--- config.mk ---
export PLATFORM = sky130hd
export DESIGN_NAME = loop_sequencer_flat
export DESIGN_NICKNAME = d
export VERILOG_FILES = /design/src/rtl/loop_sequencer_if.sv /design/src/rtl/loop_sequencer.sv /design/src/flat_wrapper.sv
export SDC_FILE = /design/constraint.sdc
export NUM_CORES = 1
export LEC_CHECK = 0
export ABC_AREA = 1
export CAP_MARGIN = 40
export CORE_ASPECT_RATIO = 0.9
export CORE_MARGIN = 2
export CORE_UTILIZATION = 45
export DETAILED_ROUTE_END_ITERATION = 16
export MAX_ROUTING_LAYER = met4
export PLACE_DENSITY = 0.81
export SLEW_MARGIN = 20
export SYNTH_ARGS = -nofsm -noshare
export SYNTH_HDL_FRONTEND = slang
export SYNTH_SLANG_ARGS = --single-unit
export TNS_END_PERCENT = 20
--- constraint.sdc ---
create_clock -name clk -period 2 [get_ports clk]
set_clock_uncertainty 0.2 [all_clocks]
set_input_delay 0.5 -clock clk [delete_from_list [all_inputs] [get_ports clk]]
set_output_delay 0.5 -clock clk [all_outputs]
set_load 0.02 [all_outputs]
--- src/rtl/loop_sequencer_if.sv ---
// Handshake and counter-bus bundle between the loop sequencer, its requester,
// the stepping datapath and the external up/down counter.
interface loop_sequencer_if #(
    parameter int W = 6
);
    logic         start;
    logic         mode;
    logic [W-1:0] n_in;
    logic         abort;
    logic         step_ack;
    logic [W-1:0] cnt_val;
    logic [2:0]   cnt_ctrl;
    logic [W-1:0] cnt_data;
    logic         step_req;
    logic         busy;
    logic         done;

    modport master (
        output start, mode, n_in, abort, step_ack, cnt_val,
        input  cnt_ctrl, cnt_data, step_req, busy, done
    );

    modport slave (
        input  start, mode, n_in, abort, step_ack, cnt_val,
        output cnt_ctrl, cnt_data, step_req, busy, done
    );
endinterface

--- src/rtl/loop_sequencer.sv ---
// Loop sequencer: commands an external counter through n up/down steps, one
// datapath step per RUN visit, and pulses done when the counter hits target.
module loop_sequencer #(
    parameter int W = 6
) (
    input  logic             clk,
    input  logic             rst_n,
    loop_sequencer_if.slave  bus
);

    typedef enum logic [2:0] {
        IDLE   = 3'd0,
        LOAD   = 3'd1,
        SETTLE = 3'd2,
        RUN    = 3'd3,
        STEP   = 3'd4,
        DONE   = 3'd5
    } state_t;

    localparam logic [2:0] CTRL_HOLD = 3'b000;
    localparam logic [2:0] CTRL_LOAD = 3'b100;
    localparam logic [2:0] CTRL_INC  = 3'b010;
    localparam logic [2:0] CTRL_DEC  = 3'b011;

    state_t         state_q, state_d;
    logic           mode_q, mode_d;
    logic [W-1:0]   n_q, n_d;
    logic [W-1:0]   cnt_data_q, cnt_data_d;
    logic [W-1:0]   target;
    logic           at_target;

    assign target    = mode_q ? n_q : '0;
    assign at_target = (bus.cnt_val == target);

    always_ff @(posedge clk or negedge rst_n) begin
        if (!rst_n) begin
            state_q    <= IDLE;
            mode_q     <= 1'b0;
            n_q        <= '0;
            cnt_data_q <= '0;
        end else begin
            state_q    <= state_d;
            mode_q     <= mode_d;
            n_q        <= n_d;
            cnt_data_q <= cnt_data_d;
        end
    end

    // Abort overrides every transition out of a busy state, including a pending step_ack.
    always_comb begin
        state_d = state_q;
        mode_d  = mode_q;
        n_d     = n_q;
        if ((state_q != IDLE) && bus.abort) begin
            state_d = IDLE;
        end else begin
            unique case (state_q)
                IDLE: begin
                    if (bus.start) begin
                        state_d = LOAD;
                        mode_d  = bus.mode;
                        n_d     = bus.n_in;
                    end
                end
                LOAD:    state_d = SETTLE;
                SETTLE:  state_d = at_target ? DONE : RUN;
                RUN: begin
                    if (bus.step_ack) begin
                        state_d = STEP;
                    end
                end
                STEP:    state_d = SETTLE;
                DONE:    state_d = IDLE;
                default: state_d = IDLE;
            endcase
        end
    end

    // The load value is registered on entry to LOAD so it holds steady afterwards.
    always_comb begin
        cnt_data_d = cnt_data_q;
        if (state_d == LOAD) begin
            cnt_data_d = mode_d ? '0 : n_d;
        end
    end

    always_comb begin
        bus.cnt_ctrl = CTRL_HOLD;
        bus.step_req = 1'b0;
        bus.busy     = 1'b1;
        bus.done     = 1'b0;
        unique case (state_q)
            IDLE:    bus.busy     = 1'b0;
            LOAD:    bus.cnt_ctrl = CTRL_LOAD;
            SETTLE:  bus.cnt_ctrl = CTRL_HOLD;
            RUN:     bus.step_req = 1'b1;
            STEP:    bus.cnt_ctrl = mode_q ? CTRL_INC : CTRL_DEC;
            DONE:    bus.done     = 1'b1;
            default: bus.busy     = 1'b0;
        endcase
    end

    assign bus.cnt_data = cnt_data_q;

endmodule

--- src/flat_wrapper.sv ---
// flat-port wrapper written by rule: the top's interface ports become plain ports
module loop_sequencer_flat 
#(
    parameter int W = 6
)
  (clk, rst_n, bus_start, bus_mode, bus_n_in, bus_abort, bus_step_ack, bus_cnt_val, bus_cnt_ctrl, bus_cnt_data, bus_step_req, bus_busy, bus_done);
  loop_sequencer_if #(.W(W)) bus_i ();
  input  logic clk;
  input  logic rst_n;
  input wire logic [$bits(bus_i.start)-1:0] bus_start;
  input wire logic [$bits(bus_i.mode)-1:0] bus_mode;
  input wire logic [$bits(bus_i.n_in)-1:0] bus_n_in;
  input wire logic [$bits(bus_i.abort)-1:0] bus_abort;
  input wire logic [$bits(bus_i.step_ack)-1:0] bus_step_ack;
  input wire logic [$bits(bus_i.cnt_val)-1:0] bus_cnt_val;
  output wire logic [$bits(bus_i.cnt_ctrl)-1:0] bus_cnt_ctrl;
  output wire logic [$bits(bus_i.cnt_data)-1:0] bus_cnt_data;
  output wire logic [$bits(bus_i.step_req)-1:0] bus_step_req;
  output wire logic [$bits(bus_i.busy)-1:0] bus_busy;
  output wire logic [$bits(bus_i.done)-1:0] bus_done;
  assign bus_i.start = bus_start;
  assign bus_i.mode = bus_mode;
  assign bus_i.n_in = bus_n_in;
  assign bus_i.abort = bus_abort;
  assign bus_i.step_ack = bus_step_ack;
  assign bus_i.cnt_val = bus_cnt_val;
  assign bus_cnt_ctrl = bus_i.cnt_ctrl;
  assign bus_cnt_data = bus_i.cnt_data;
  assign bus_step_req = bus_i.step_req;
  assign bus_busy = bus_i.busy;
  assign bus_done = bus_i.done;
  loop_sequencer #(.W(W)) u_core (.clk(clk), .rst_n(rst_n), .bus(bus_i));
endmodule
# Yosys cells after proc, flatten, opt, wreduce, memory -nomap -nowiden
# Cells that the tools add are included.
[totals]
input_bits = 18
register_bits = 16
[classes]
muxes = 18
eq_ne = 7
n_reduce_logical = 5
[ops]
columns = ["cell", "n"]
rows = [
  ["two-way mux 6 bit", 5],
  ["two-way mux 3 bit", 4],
  ["one-hot mux 3 bit (4 select lines)", 1],
  ["two-way mux 1 bit", 7],
  ["equality test 3 x 1 -> 1 bit (second input constant)", 2],
  ["equality test 3 x 2 -> 1 bit (second input constant)", 2],
  ["equality test 3 bit (second input constant)", 2],
  ["equality test 6 bit", 1],
  ["one-hot mux 3 bit (2 select lines)", 1],
  ["OR reduction 5 bit", 1],
  ["logical NOT 3 bit", 1],
  ["nonzero test 3 bit", 1],
  ["OR reduction 2 bit", 1],
  ["logical AND 1 bit", 1],
]

# Logic depth before layout (Yosys ltp)
[depth]
ltp_word = 6
depth_mapped = 9
ltp_nobuf = 8

# Least setup slack after synthesis
# No wires, ideal clock.
[synth_path]
kind = "flip-flop to output port"
from = "reg u_core.state_q[0]"
to = "out bus_cnt_ctrl[0]"
slack_ps = 29
path_stages_with_launch = 6
arrival_time_ps = 1271
required_time_ps = 1300
cell_sequence = "dfrtp_1 > inv_2 > nand2_1 > nor2_1 > inv_1 > nor2_1"
[synth_via]
elab_chain_len = 2
elab_cells_between_ends = 3
[synth_lines]
columns = ["item", "line_no", "text"]
rows = [
  ["start, declared", "loop_sequencer.sv:25", "state_t state_q, state_d;"],
  ["start signal, assigned", "loop_sequencer.sv:42", "state_q <= state_d;"],
  ["equality test 3 bit / equality test 3 x 1 -> 1 bit (equally long branches)", "loop_sequencer.sv:92", "unique case (state_q)"],
  ["one-hot mux 3 bit (2 select lines) (*)", "loop_sequencer.sv:92", ""],
  ["end, declared", "flat_wrapper.sv:16", "output wire logic [$bits(bus_i.cnt_ctrl)-1:0] bus_cnt_ctrl;"],
]
# Mark *: on every way between the ends. The rest lies on a longest branch, timed or not.

# Worst setup path after layout
[layout_path]
from = "reg u_core.cnt_data_q[1], in the netlist u_core.bus.cnt_data[1]"
to = "out bus_cnt_data[1]"
[layout_rtl]
columns = ["item", "line_no", "text"]
rows = [
  ["start, declared", "loop_sequencer.sv:28", "logic [W-1:0] cnt_data_q, cnt_data_d;"],
  ["start signal, assigned", "loop_sequencer.sv:45", "cnt_data_q <= cnt_data_d;"],
  ["end, declared", "flat_wrapper.sv:17", "output wire logic [$bits(bus_i.cnt_data)-1:0] bus_cnt_data;"],
]
# No word-level cell between the ends.

==> reports/results.ini <==
[placed_design]
place_congestion = 0.8096
dp_cells = 180
io_buffers = 29
dp_hpwl_um = 1487
dp_slack_ns = -0.08259
place_area_mm2 = 0.001265

[power]
peakVddDrop_uv = 657.1
p_per_area_mw_per_mm2 = 1241
power.leakage_nw = 0.7237

[worst_setup_path]
end_kind = primary output
worst-r2r-cell-count = 9
worstPathRequired_ns = 1.30
crit_buf_inv = 1
crit_chain = clkdlybuf4s50_1
start_kind = flop
path_class = reg -> out
cp_data_arrival_time_ns = 1.26
cp.depth = 1
cp_top_family = buffers and inverters
path_max_fanout = 2
critPathMaxStageDelay_ns = 0.61
crit_slowest_cell = clkdlybuf4s50_1

[die]
core_mm2 = 0.001914
ios = 30
fp.dieArea_mm2 = 0.002389
num_rows = 15
die_h_um = 46.57
die_w_um = 51.30
initial_core_util = 0.4732

[detailed_routing]
postRouteAntennaNets = 0
drt_iter0_drc = 7
drt_first_pass_iters = 5
wire_per_inst_um = 10.33
viasPerCell = 4.799
vias = 883
routed_wl_um = 1900
route.detailed.drc = 0

[logic_synthesis]
synth.distinct_cells = 18
syn-num-nets = 138
synthCells = 120
synth_area_um2 = 905.9
yosysWarnings = 0
seq_area_frac_synth = 0.4420
syn_area_per_cell_um2 = 7.549
ys_ff_latch = 16

[timing]
fmax_mhz = 510.5
finalSetupViolCount = 0
holdWs_ns = 0.2932
final-hold-violation-count = 0
slew_headroom = 0.8091
period_minus_slack_ns = 1.959
rsz0062_at_grt = yes
fin_ws_ns = 0.04100
maxSlewViolCount = 0
worst_pin_slew_ns = 0.2864
layout_worst_path_cycle_share = 0.9795

[global_routing]
antenna_found_initial = 0
grt_pass1_wl_um = 3277
grt_pass1_vias = 813
globalRouteOverflowTotal = 0
track_usage = 0.1924
grt_max_degree = 17

[final_layout]
final_util = 0.6719
areaGrowthSynthToFinish_pct = 41.99
num_antenna_cells = 0
layout.cells.non_filler = 184
multiInputGateArea_um2 = 425.4
seq_area_um2 = 400.4
fillCellCount = 174
final_layout_size_suffix_gt1_frac = 0.2516
nets = 178
final_area_mm2 = 0.001286
final_cell_mix = nand2_1 (44), clkdlybuf4s50_1 (20), dfrtp_1 (16)
final_common_cell = nand2_1

[clock_network]
cts_setup_buffers = 0
cts-buffers-inserted = 3
cts.sinks = 16
cts_max_level = 1
cts_root_buffer = clkbuf_4
worst_skew_pair.late_latency_ns = 0.30
clk_pin_slew_ns = 0.09
cts_tree = done
clk_path_buf_depth = 2

[status]
status = finished, final reports clean

[worst_hold_path]
hp-class = reg -> reg
whs_path_depth = 2

[run]
maxCapViolCount = 0

[area by class of cell]
cell class / instances / area share
Tap cell: 25 / 0.02432
Sequential cell: 16 / 0.3113
Inverter: 14 / 0.04086
Multi-Input combinational cell: 87 / 0.3307
Clock buffer: 4 / 0.02821
Timing Repair Buffer: 38 / 0.2646
[kinds of logic (layout without fill, tap and decap cells)]
| family | Yosys count | count (layout) | share of synthesized area |
|---|---|---|---|
| AND/OR/NAND/NOR | 82 | 82 | 0.4310 |
| buffers and inverters | 17 | 56 | 0.09116 |
| flip-flops | 16 | 16 | 0.4420 |
| AO/OA/AOI/OAI | 4 | 4 | 0.02624 |
| XOR/XNOR | 1 | 1 | 0.009670 |
[stage by stage]
stage / setup TNS [ns] / power [mW]
6_report: 0 / 1.596
5_1_grt: -0.03429 / 1.720
4_1_cts: -0.02492 / 1.609
3_5_place_dp: -0.1688 / 1.409
3_3_place_gp: -0.007371 / 1.376
2_1_floorplan: 0 / 1.107
[cell usage after synthesis]
master / number / area, um2
a21oi_1: 3 / 15.01
nand3_4: 1 / 17.52
inv_2: 5 / 18.77
inv_1: 9 / 33.78
nor2_2: 1 / 6.260
nand2_1: 44 / 165.2
nor2_8: 1 / 20.02
nor2_1: 9 / 33.78
xnor2_1: 1 / 8.760
buf_6: 2 / 22.52
nand2_2: 11 / 68.82
nor3_1: 1 / 5.000
nand3b_1: 1 / 7.510
o21ai_2: 1 / 8.760
buf_4: 1 / 7.510
nand3_1: 12 / 60.06
and2_1: 1 / 6.260
dfrtp_1: 16 / 400.4
[worst reg2reg max path, stage by stage, from the launching register on]
cell	delay (ns)
dfrtp_1	0.42
inv_2	0.07
buf_4	0.12
nand3_4	0.08
nor2_8	0.14
buf_4	0.19
nand2_1	0.08
nand2_1	0.09
nand3_1	0.08
nand2_1	0.07
[power by group]
group	internal, mW	leakage, nW	total [mW]	switching, mW
clock network	0.111	0.0210	0.221	0.110
registers	0.440	0.205	0.522	0.0819
logic	0.356	0.497	0.853	0.497
total	0.908	0.724	1.60	0.688
[path summary, 6_finish.rpt]
check,from,slack [ns],end
max,u_core.bus.cnt_data[1],0.04,bus_cnt_data[1]
max reg2reg,u_core.state_q[2],0.40,u_core.bus.cnt_data[0]
max in group asynchronous,rst_n,1.12,u_core.bus.cnt_data[0]
min,u_core.bus.cnt_data[1],0.29,u_core.bus.cnt_data[1]
min in group asynchronous,rst_n,0.30,u_core.state_q[1]
min reg2reg,u_core.bus.cnt_data[1],0.29,u_core.bus.cnt_data[1]
[timing repair]
item | 4_1_cts | 5_1_grt
setup endpoints to repair | 6 | 9
resized for setup | 19 | 10
hold buffers | 0 | 0
cloned | 0 | 0
[flip-flops by register name (all words and copies together), names as in the netlist]
| name | flops |
|---|---|
| u_core.state_q | 3 |
| u_core.bus.cnt_data | 6 |
| u_core.mode_q | 1 |
| u_core.n_q | 6 |
[metal layers]
layer  routed length, um  GRT usage  vias to the layer above
met2                 933     0.3403                       31
met5                   0          -                        -
met3                 107    0.01948                        5
met4                  44     0.1105                        0
li1                    -          -                      444
met1                 815     0.2168                      403
No activity file was read; power rests on OpenSTA's default activity.
